<file path="src/rtl/fpu_reg_stack.sv">
// x87-style circular register stack: TOP pointer, per-entry tags, stack-fault detection.
// Optional SAVE/RESTORE streaming is compiled in with `define FPU_STACK_SAVE_EN.
module fpu_reg_stack #(
  parameter int WIDTH = 80,
  parameter int DEPTH = 8,
  parameter int PTR_W = $clog2(DEPTH)
) (
  input  logic               clk,
  input  logic               reset,
  input  logic               cmd_valid,
  output logic               cmd_ready,
  input  logic [3:0]         cmd_op,
  input  logic [PTR_W-1:0]   cmd_idx,
  input  logic [WIDTH-1:0]   cmd_data,
  input  logic [1:0]         cmd_tag,
  output logic               rd_valid,
  output logic [WIDTH-1:0]   rd_data,
  output logic [1:0]         rd_tag,
  output logic               rd_last,
  output logic [PTR_W-1:0]   top,
  output logic [2*DEPTH-1:0] tag_word,
  output logic               stack_fault,
  output logic               c1,
  input  logic               fault_clr
);

  localparam logic [3:0] OP_PUSH    = 4'd1;
  localparam logic [3:0] OP_POP     = 4'd2;
  localparam logic [3:0] OP_WRITE   = 4'd3;
  localparam logic [3:0] OP_READ    = 4'd4;
  localparam logic [3:0] OP_XCH     = 4'd5;
  localparam logic [3:0] OP_FREE    = 4'd6;
  localparam logic [3:0] OP_INIT    = 4'd7;
  localparam logic [3:0] OP_INCSTP  = 4'd8;
  localparam logic [3:0] OP_DECSTP  = 4'd9;
  localparam logic [3:0] OP_READPOP = 4'd10;
  localparam logic [1:0] EMPTY      = 2'b11;

`ifdef FPU_STACK_SAVE_EN
  localparam logic [3:0]       OP_SAVE    = 4'd11;
  localparam logic [3:0]       OP_RESTORE = 4'd12;
  localparam logic [PTR_W-1:0] LAST       = PTR_W'(DEPTH - 1);
  typedef enum logic [1:0] {IDLE, XCH2, SAVE, RESTORE} state_t;
`else
  typedef enum logic [0:0] {IDLE, XCH2} state_t;
`endif

  state_t             state;
  logic [WIDTH-1:0]   regs [DEPTH];
  logic [1:0]         tags [DEPTH];
  logic [WIDTH-1:0]   xa_data, xb_data;
  logic [1:0]         xa_tag, xb_tag;
  logic [PTR_W-1:0]   xch_pb;
  logic               xch_ok;
  logic               accept, fault_set, fault_ovf, st0_empty, sti_empty;
  logic [PTR_W-1:0]   p_i, p_dn;
  logic [1:0]         wr_tag;

`ifdef FPU_STACK_SAVE_EN
  logic [PTR_W-1:0]   cnt, p_save;
  assign cmd_ready = (state != XCH2) && (state != SAVE);
  assign p_save    = top + cnt;
`else
  assign cmd_ready = (state == IDLE);
  assign rd_last   = 1'b0;
`endif

  always_comb begin
    accept    = cmd_valid && cmd_ready;
    p_i       = top + cmd_idx;
    p_dn      = top - 1'b1;
    wr_tag    = (cmd_tag == EMPTY) ? 2'b00 : cmd_tag;
    st0_empty = (tags[top] == EMPTY);
    sti_empty = (tags[p_i] == EMPTY);
    for (int p = 0; p < DEPTH; p++) tag_word[2*p +: 2] = tags[p];
  end

  // Fault detection only applies to fresh commands; RESTORE beats never fault.
  always_comb begin
    fault_set = 1'b0;
    fault_ovf = 1'b0;
    if (accept && state == IDLE) begin
      case (cmd_op)
        OP_PUSH: begin
          fault_set = (tags[p_dn] != EMPTY);
          fault_ovf = 1'b1;
        end
        OP_POP, OP_READPOP: fault_set = st0_empty;
        OP_READ:            fault_set = sti_empty;
        OP_XCH:             fault_set = st0_empty || sti_empty;
        default:            fault_set = 1'b0;
      endcase
    end
  end

  always_ff @(posedge clk or posedge reset) begin
    if (reset) begin
      state       <= IDLE;
      top         <= '0;
      rd_valid    <= 1'b0;
      rd_data     <= '0;
      rd_tag      <= EMPTY;
      stack_fault <= 1'b0;
      c1          <= 1'b0;
      xa_data     <= '0;
      xb_data     <= '0;
      xa_tag      <= EMPTY;
      xb_tag      <= EMPTY;
      xch_pb      <= '0;
      xch_ok      <= 1'b0;
      for (int p = 0; p < DEPTH; p++) begin
        regs[p] <= '0;
        tags[p] <= EMPTY;
      end
`ifdef FPU_STACK_SAVE_EN
      rd_last     <= 1'b0;
      cnt         <= '0;
`endif
    end else begin
      rd_valid <= 1'b0;
`ifdef FPU_STACK_SAVE_EN
      rd_last  <= 1'b0;
`endif
      if (fault_set) begin
        stack_fault <= 1'b1;
        c1          <= fault_ovf;
      end else if (fault_clr) begin
        stack_fault <= 1'b0;
        c1          <= 1'b0;
      end

      case (state)
        IDLE: if (accept) begin
          case (cmd_op)
            OP_PUSH: if (!fault_set) begin
              top        <= p_dn;
              regs[p_dn] <= cmd_data;
              tags[p_dn] <= wr_tag;
            end
            OP_POP: if (!fault_set) begin
              tags[top] <= EMPTY;
              top       <= top + 1'b1;
            end
            OP_WRITE: begin
              regs[p_i] <= cmd_data;
              tags[p_i] <= wr_tag;
            end
            OP_READ: begin
              rd_valid <= 1'b1;
              rd_data  <= sti_empty ? '0 : regs[p_i];
              rd_tag   <= tags[p_i];
            end
            OP_READPOP: begin
              rd_valid <= 1'b1;
              rd_data  <= st0_empty ? '0 : regs[top];
              rd_tag   <= tags[top];
              if (!st0_empty) begin
                tags[top] <= EMPTY;
                top       <= top + 1'b1;
              end
            end
            // Snapshot both operands now; the swap is committed in XCH2.
            OP_XCH: begin
              xa_data <= regs[top];
              xa_tag  <= tags[top];
              xb_data <= regs[p_i];
              xb_tag  <= tags[p_i];
              xch_pb  <= p_i;
              xch_ok  <= !fault_set;
              state   <= XCH2;
            end
            OP_FREE:   tags[p_i] <= EMPTY;
            OP_INIT: begin
              top         <= '0;
              stack_fault <= 1'b0;
              c1          <= 1'b0;
              for (int p = 0; p < DEPTH; p++) tags[p] <= EMPTY;
            end
            OP_INCSTP: top <= top + 1'b1;
            OP_DECSTP: top <= top - 1'b1;
`ifdef FPU_STACK_SAVE_EN
            OP_SAVE: begin
              cnt   <= '0;
              state <= SAVE;
            end
            OP_RESTORE: begin
              cnt   <= '0;
              state <= RESTORE;
            end
`endif
            default: ;
          endcase
        end
        XCH2: begin
          if (xch_ok) begin
            regs[top]    <= xb_data;
            tags[top]    <= xb_tag;
            regs[xch_pb] <= xa_data;
            tags[xch_pb] <= xa_tag;
          end
          state <= IDLE;
        end
`ifdef FPU_STACK_SAVE_EN
        SAVE: begin
          rd_valid <= 1'b1;
          rd_data  <= regs[p_save];
          rd_tag   <= tags[p_save];
          rd_last  <= (cnt == LAST);
          cnt      <= cnt + 1'b1;
          if (cnt == LAST) state <= IDLE;
        end
        RESTORE: if (accept) begin
          regs[p_save] <= cmd_data;
          tags[p_save] <= wr_tag;
          cnt          <= cnt + 1'b1;
          if (cnt == LAST) state <= IDLE;
        end
`endif
        default: state <= IDLE;
      endcase
    end
  end

endmodule
</file>
<file path="config.mk">
export PLATFORM = sky130hd
export DESIGN_NAME = fpu_reg_stack
export DESIGN_NICKNAME = d
export VERILOG_FILES = /design/src/rtl/fpu_reg_stack.sv
export SDC_FILE = /design/constraint.sdc
export NUM_CORES = 2
export LEC_CHECK = 0
export CORE_AREA = 5 5 333 335
export CTS_CLUSTER_DIAMETER = 50
export DETAILED_ROUTE_END_ITERATION = 8
export DIE_AREA = 0 0 338 340
export PLACE_DENSITY = 0.74
export SYNTH_ARGS = -nofsm -noshare
export SYNTH_HDL_FRONTEND = slang
export SYNTH_SLANG_ARGS = --single-unit
export TNS_END_PERCENT = 20
</file>
<file path="constraint.sdc">
create_clock -name clk -period 98.8 [get_ports clk]
set_input_delay 19.76 -clock clk [delete_from_list [all_inputs] [get_ports clk]]
set_output_delay 19.76 -clock clk [all_outputs]
set_load 0.02 [all_outputs]
</file>
======== Yosys cells after proc, flatten, opt, wreduce, memory -nomap -nowiden ========
Index checks and enable logic that the tools add are counted.
word-level totals
  input port bits ......................... 93
  word-level logic and storage cells ...... 168
  output and inout port bits .............. 106
  bits in registers ....................... 913
operators by class
  reduce and logical (&&, ||, !) cells .... 17
  bitwise logic cells ..................... 7
  muxes and demuxes ....................... 80
  eq/ne operators ......................... 24
  $lt $le $gt $ge ......................... 8
  $add $sub $neg .......................... 3
operators by type and width
  operator            count
  $bwmux 640          4
  $pmux 640 s2        2
  $mux 640            3
  $demux 80 s3        4
  $mux 80             10
  $bmux 80 s3         2
  $pmux 80 s2         1
  $pmux 16 s6         1
  $mux 16             5
  $bwmux 16           4
  $or 16x16->16       2
  $pmux 16 s2         1
  $demux 2 s3         4
  $mux 2              11
  $bmux 2 s3          3
  $mux 1              18
  $pmux 3 s6          1
  $eq 4x3->1 const B  4
  $ge 4x4->1 const B  4
  $lt 4x1->1 const B  4
  $not 3->4           4
  $eq 4x4->1 const B  3
  $reduce_and 6->1    2
  $mux 3              3
  other kinds (23)    39

======== Depth between registers and ports, before layout ========
  depth after elaboration ................. 13
  depth in mapped cells ................... 14

======== Worst setup path after synthesis ========
No wires, ideal clock.
  path kind ............................... input to register
  from .................................... in cmd_idx[0]
  to ...................................... reg regs[480] (netlist name)
  library setup time ...................... 125 ps
  cell stages on the path ................. 12
  setup slack ............................. 76003 ps
  buffers on the path ..................... 3
  data required time ...................... 98675 ps
  arrival time ............................ 22673 ps
  cell sequence ........................... ha_1 > inv_1 > fa_1 > buf_1 > mux4_2 > and3_1 > o21ai_1 > a211oi_2 > clkbuf_1 > nor3_2 > buf_2 > mux2_2
on the way
  word-level cells in the longest chain between the ends .. 11
  elaborated cells on any way between the ends .. 20
  classes of those cells .................. add/sub: 1; order compare: 2; eq/ne: 2; mux: 11; bitwise: 1; reduce/logical: 3
ends and longest elaborated chain
  element                                     RTL line  text
  start: declaration                          13        input logic [PTR_W-1:0] cmd_idx,
  $add 3x3->3 (*)                             70        p_i = top + cmd_idx;
  $not 3->4 (not written as such) (*)         74, 145
  $bmux 2 s3                                  74        sti_empty = (tags[p_i] == EMPTY);
  $mux 2 (not written as such) (2 in series)  74
  $eq 2x2->1                                  74
  $logic_or 1x1->1                            90        OP_XCH: fault_set = st0_empty || sti_empty;
  $pmux 1 s4                                  83        case (cmd_op)
  $mux 1                                      82        if (accept && state == IDLE) begin
  $ne 3x3->1 (no source line)                 --
  $reduce_and 4->1 (no source line)           --
  end signal: indexed assignment              137       regs[p_dn] <= cmd_data;
  end signal: indexed assignment              145       regs[p_i] <= cmd_data;
  end signal: indexed assignment              196       regs[top] <= xb_data;
  end: declaration                            49        logic [WIDTH-1:0] regs [DEPTH];
Mark *: on every way between the ends. The rest lies on a longest branch, timed or not. The select of a mux whose other input is x is not followed.
A chain may end at the register's enable or synchronous reset.

======== Worst setup path in the final report ========
  from .................................... in cmd_idx[0]
  to ...................................... reg regs[285] (netlist name)
The elaborated chain is that of the path after synthesis.

==> results.yml <==
placed_design:
  place_inst: 6556
  place.gp.congestion: 0.997
  numPortBuffers: 197
  dp_hpwl_um: 119000
clock_network:
  tritoncts: "built"
  clk_pin_slew_ps: 50
  cts_resized: 0
  cts_setup_buffers: 0
  htreeDepth: 3
  clk_latency_ps: 750
  cts_buffer_depth: 3
  clkSinkCount: 913
  cts_made_buffers: 119
  hold_buffers: 0
  cts_root_buffer: "clkbuf_16"
global_routing:
  grt_remaining_overflow: 0
  grt_pass1_vias: 53700
  grt_max_degree: 226
  grt_antenna_before_repair: 4
  grt_pass1_wl_um: 347000
  grtUsageTotal: 0.394
setup_path:
  critPathMaxFanout: 225
  critical_path.cell_chain: "clkdlybuf4s50_1, ha_1, inv_1, fa_1, xnor3_1, and3_1, o21ai_1, a211oi_4, buf_12, or2_4, buf_4, o21ai_0"
  cp-end-kind: "flop"
  worstPathArrival_ps: 25940
  path_class: "input pin to flop"
  required_ps: 99340
  critPathTopFamily: "buffers and inverters"
  startpoint_type: "input pin"
  max_stage_delay_ps: 940
  cp-startpoint: "cmd_idx[0]"
  r2r_setup_slack_ps: 91860
  reg2reg_from: "top[1]"
  critPathSlowestCell: "a211oi_4"
  cp_num_buf_inv: 4
finish:
  postLayoutCoreUtil: 0.551
  final_nets: 5360
  syn_to_final_growth_pct: 11.3
  final_cells: 6785
  nFillCells: 9352
  layout-drive-gt1-share: 0.137
synthesis:
  syn_area_per_cell_um2: 9.42
  synthFlopType: "dfrtp_1"
  yosys_warnings: 0
  ys_seq_elements: 913
  synth_cells: 5665
  synth_nets: 5762
  netlist_area_um2: 53300
  ys_seq_area_frac: 0.429
  async_reset_ff_frac: 1.00
  synth_edf_count: 0
  synth.distinct_cells: 71
sta:
  relSlewSlack: -0.141
  worst_slew_pin_slew_ps: 1710
  tns_ps: 0
  period_needed_ps: 25390
  clock.fmax_ghz: 0.0394
  finalMaxSlewViolations: 117
  fin_crit_sh: 0.257
  hold_viol: 0
  clock_skew_ps: 44.7
  rsz0062_at_grt: "no"
  setup_viol: 0
detailed_routing:
  firstDrtPassIters: 9
  via_count: 56000
  wirelength_um: 238000
  via_per_inst: 8.25
  wire_per_inst_um: 35.1
  ant_nets: 0
  drc_errors: 1
  drt_iter0_markers: 12300
die:
  die_w_um: 338
  initial_core_util: 0.495
  dieArea_um2: 115000
  ios: 199
  core_area_um2: 108000
  num_rows: 121
  die_h_um: 340
min_path:
  hp-class: "flop to flop"
  min_from: "rd_data[74]"
power_and_ir_drop:
  power_density_nw_per_um2: 33.2
  p_leak_nw: 23.8
  finalPower_w: 0.00197
  ir_worst_vdd_uv: 33.8
status:
  violations: "design-rule violations, max-slew violations"
  status: "finished with violations"
job:
  maxCapViolCount: 0
[flip-flops by register name, indices dropped and copies added, names as in the netlist]
name	cells
c1	1
rd_data	80
rd_tag	2
rd_valid	1
regs	640
stack_fault	1
state	1
tag_word	16
top	3
xa_data	80
xa_tag	2
xb_data	80
xb_tag	2
xch_ok	1
xch_pb	3
[final cells by class]
class / count / area, um^2 / share of cell area
multi-input cells: 3917 / 27600 / 0.465
flip-flops and latches: 913 / 22900 / 0.385
clock buffers: 152 / 3300 / 0.0556
repair buffers: 295 / 2780 / 0.0469
well taps: 1414 / 1770 / 0.0298
clock inverters: 72 / 916 / 0.0154
inverters: 17 / 86.3 / 0.00145
diodes: 5 / 12.5 / 0.000211
[worst register-to-register path: cells and delay by family, from the launching register on]
kind	cells	cell delay, ps
AOI/OAI and AO/OA	3	1420
and+or+nand+nor	2	1640
adders and majority gates	1	550
xor gates and xnor gates	1	670
buffers and inverters	3	1600
DFF	1	870
[metal layers]
layer	vias up	routed length, um	global-route usage	share of wire
met2	6067	94500	0.540	0.40
met4	4	20600	0.261	0.087
met3	1847	42500	0.167	0.18
met1	26400	80100	0.504	0.34
li1	21600	-	-	-
met5	-	39	0.00213	0.00016
[synthesized netlist by cell type, types with 80 or more instances]
| library cell | number | area share |
|---|---|---|
| o221ai_1 | 80 | 0.013 |
| mux2_1 | 80 | 0.017 |
| or4_1 | 164 | 0.023 |
| a22o_1 | 248 | 0.041 |
| o22ai_1 | 1047 | 0.12 |
| a22oi_1 | 646 | 0.091 |
| dfrtp_1 | 891 | 0.42 |
| mux2_2 | 327 | 0.069 |
| nand2_1 | 278 | 0.020 |
| o21ai_0 | 671 | 0.063 |
| clkbuf_1 | 706 | 0.050 |
| o21a_1 | 82 | 0.012 |
[cells by family after synthesis]
group,count (synthesis),share of synthesized area
compound gates,2870,0.355
flops,913,0.429
buf+inv,835,0.0602
simple gates,603,0.0600
mux,434,0.0936
xor+xnor,5,0.00150
fa+ha+maj,4,0.00108
other cells,1,0.0000703
[per-stage QoR]
stage          area [um^2]  setup WS, ps  hold slack [ps]
2_1_floorplan        53300         53410              468
3_3_place_gp         55100         73390              474
3_5_place_dp         55100         73300              479
4_1_cts              59400         74060              491
5_1_grt              59400         73650              504
6_report             59400         73410              485
[path summary, 6_finish.rpt]
kind / end / cells after the start
max: regs[285] / 12
min: rd_data[74] / 1
max reg2reg: regs[285] / 10
min reg2reg: rd_data[74] / 1
max in group asynchronous: rd_data[27] / 4
min in group asynchronous: regs[136] / 2
[cells in the final DEF, fill, tap and decap left out, types with 8 or more instances in the layout]
cell type / count
mux2_1: 80
o21ai_0: 671
clkinv_2: 21
mux2_2: 323
mux4_2: 11
o21a_1: 82
and3_1: 8
o221ai_1: 80
clkdlybuf4s50_1: 197
a21oi_1: 21
clkbuf_8: 18
dfrtp_1: 890
clkinvlp_4: 9
clkbuf_1: 14
nor3_1: 16
nor2_1: 28
clkbuf_16: 120
inv_6: 15
inv_1: 13
nand3_1: 17
a22oi_1: 646
bufinv_16: 16
or3_1: 12
nor2_4: 10
a22o_1: 248
o21ai_1: 16
buf_4: 92
mux2i_1: 16
nand2_1: 272
o22ai_1: 1047
or4_1: 164
nand3b_1: 9
dfstp_2: 22
[power breakdown]
part           switching (W)  leakage (nW)  internal, W
clock network       0.000186          2.07     0.000280
registers           0.000147          12.2     0.000475
logic               0.000574          9.50     0.000310
total               0.000907          23.8      0.00107
Power figures use the tool's default switching activity.
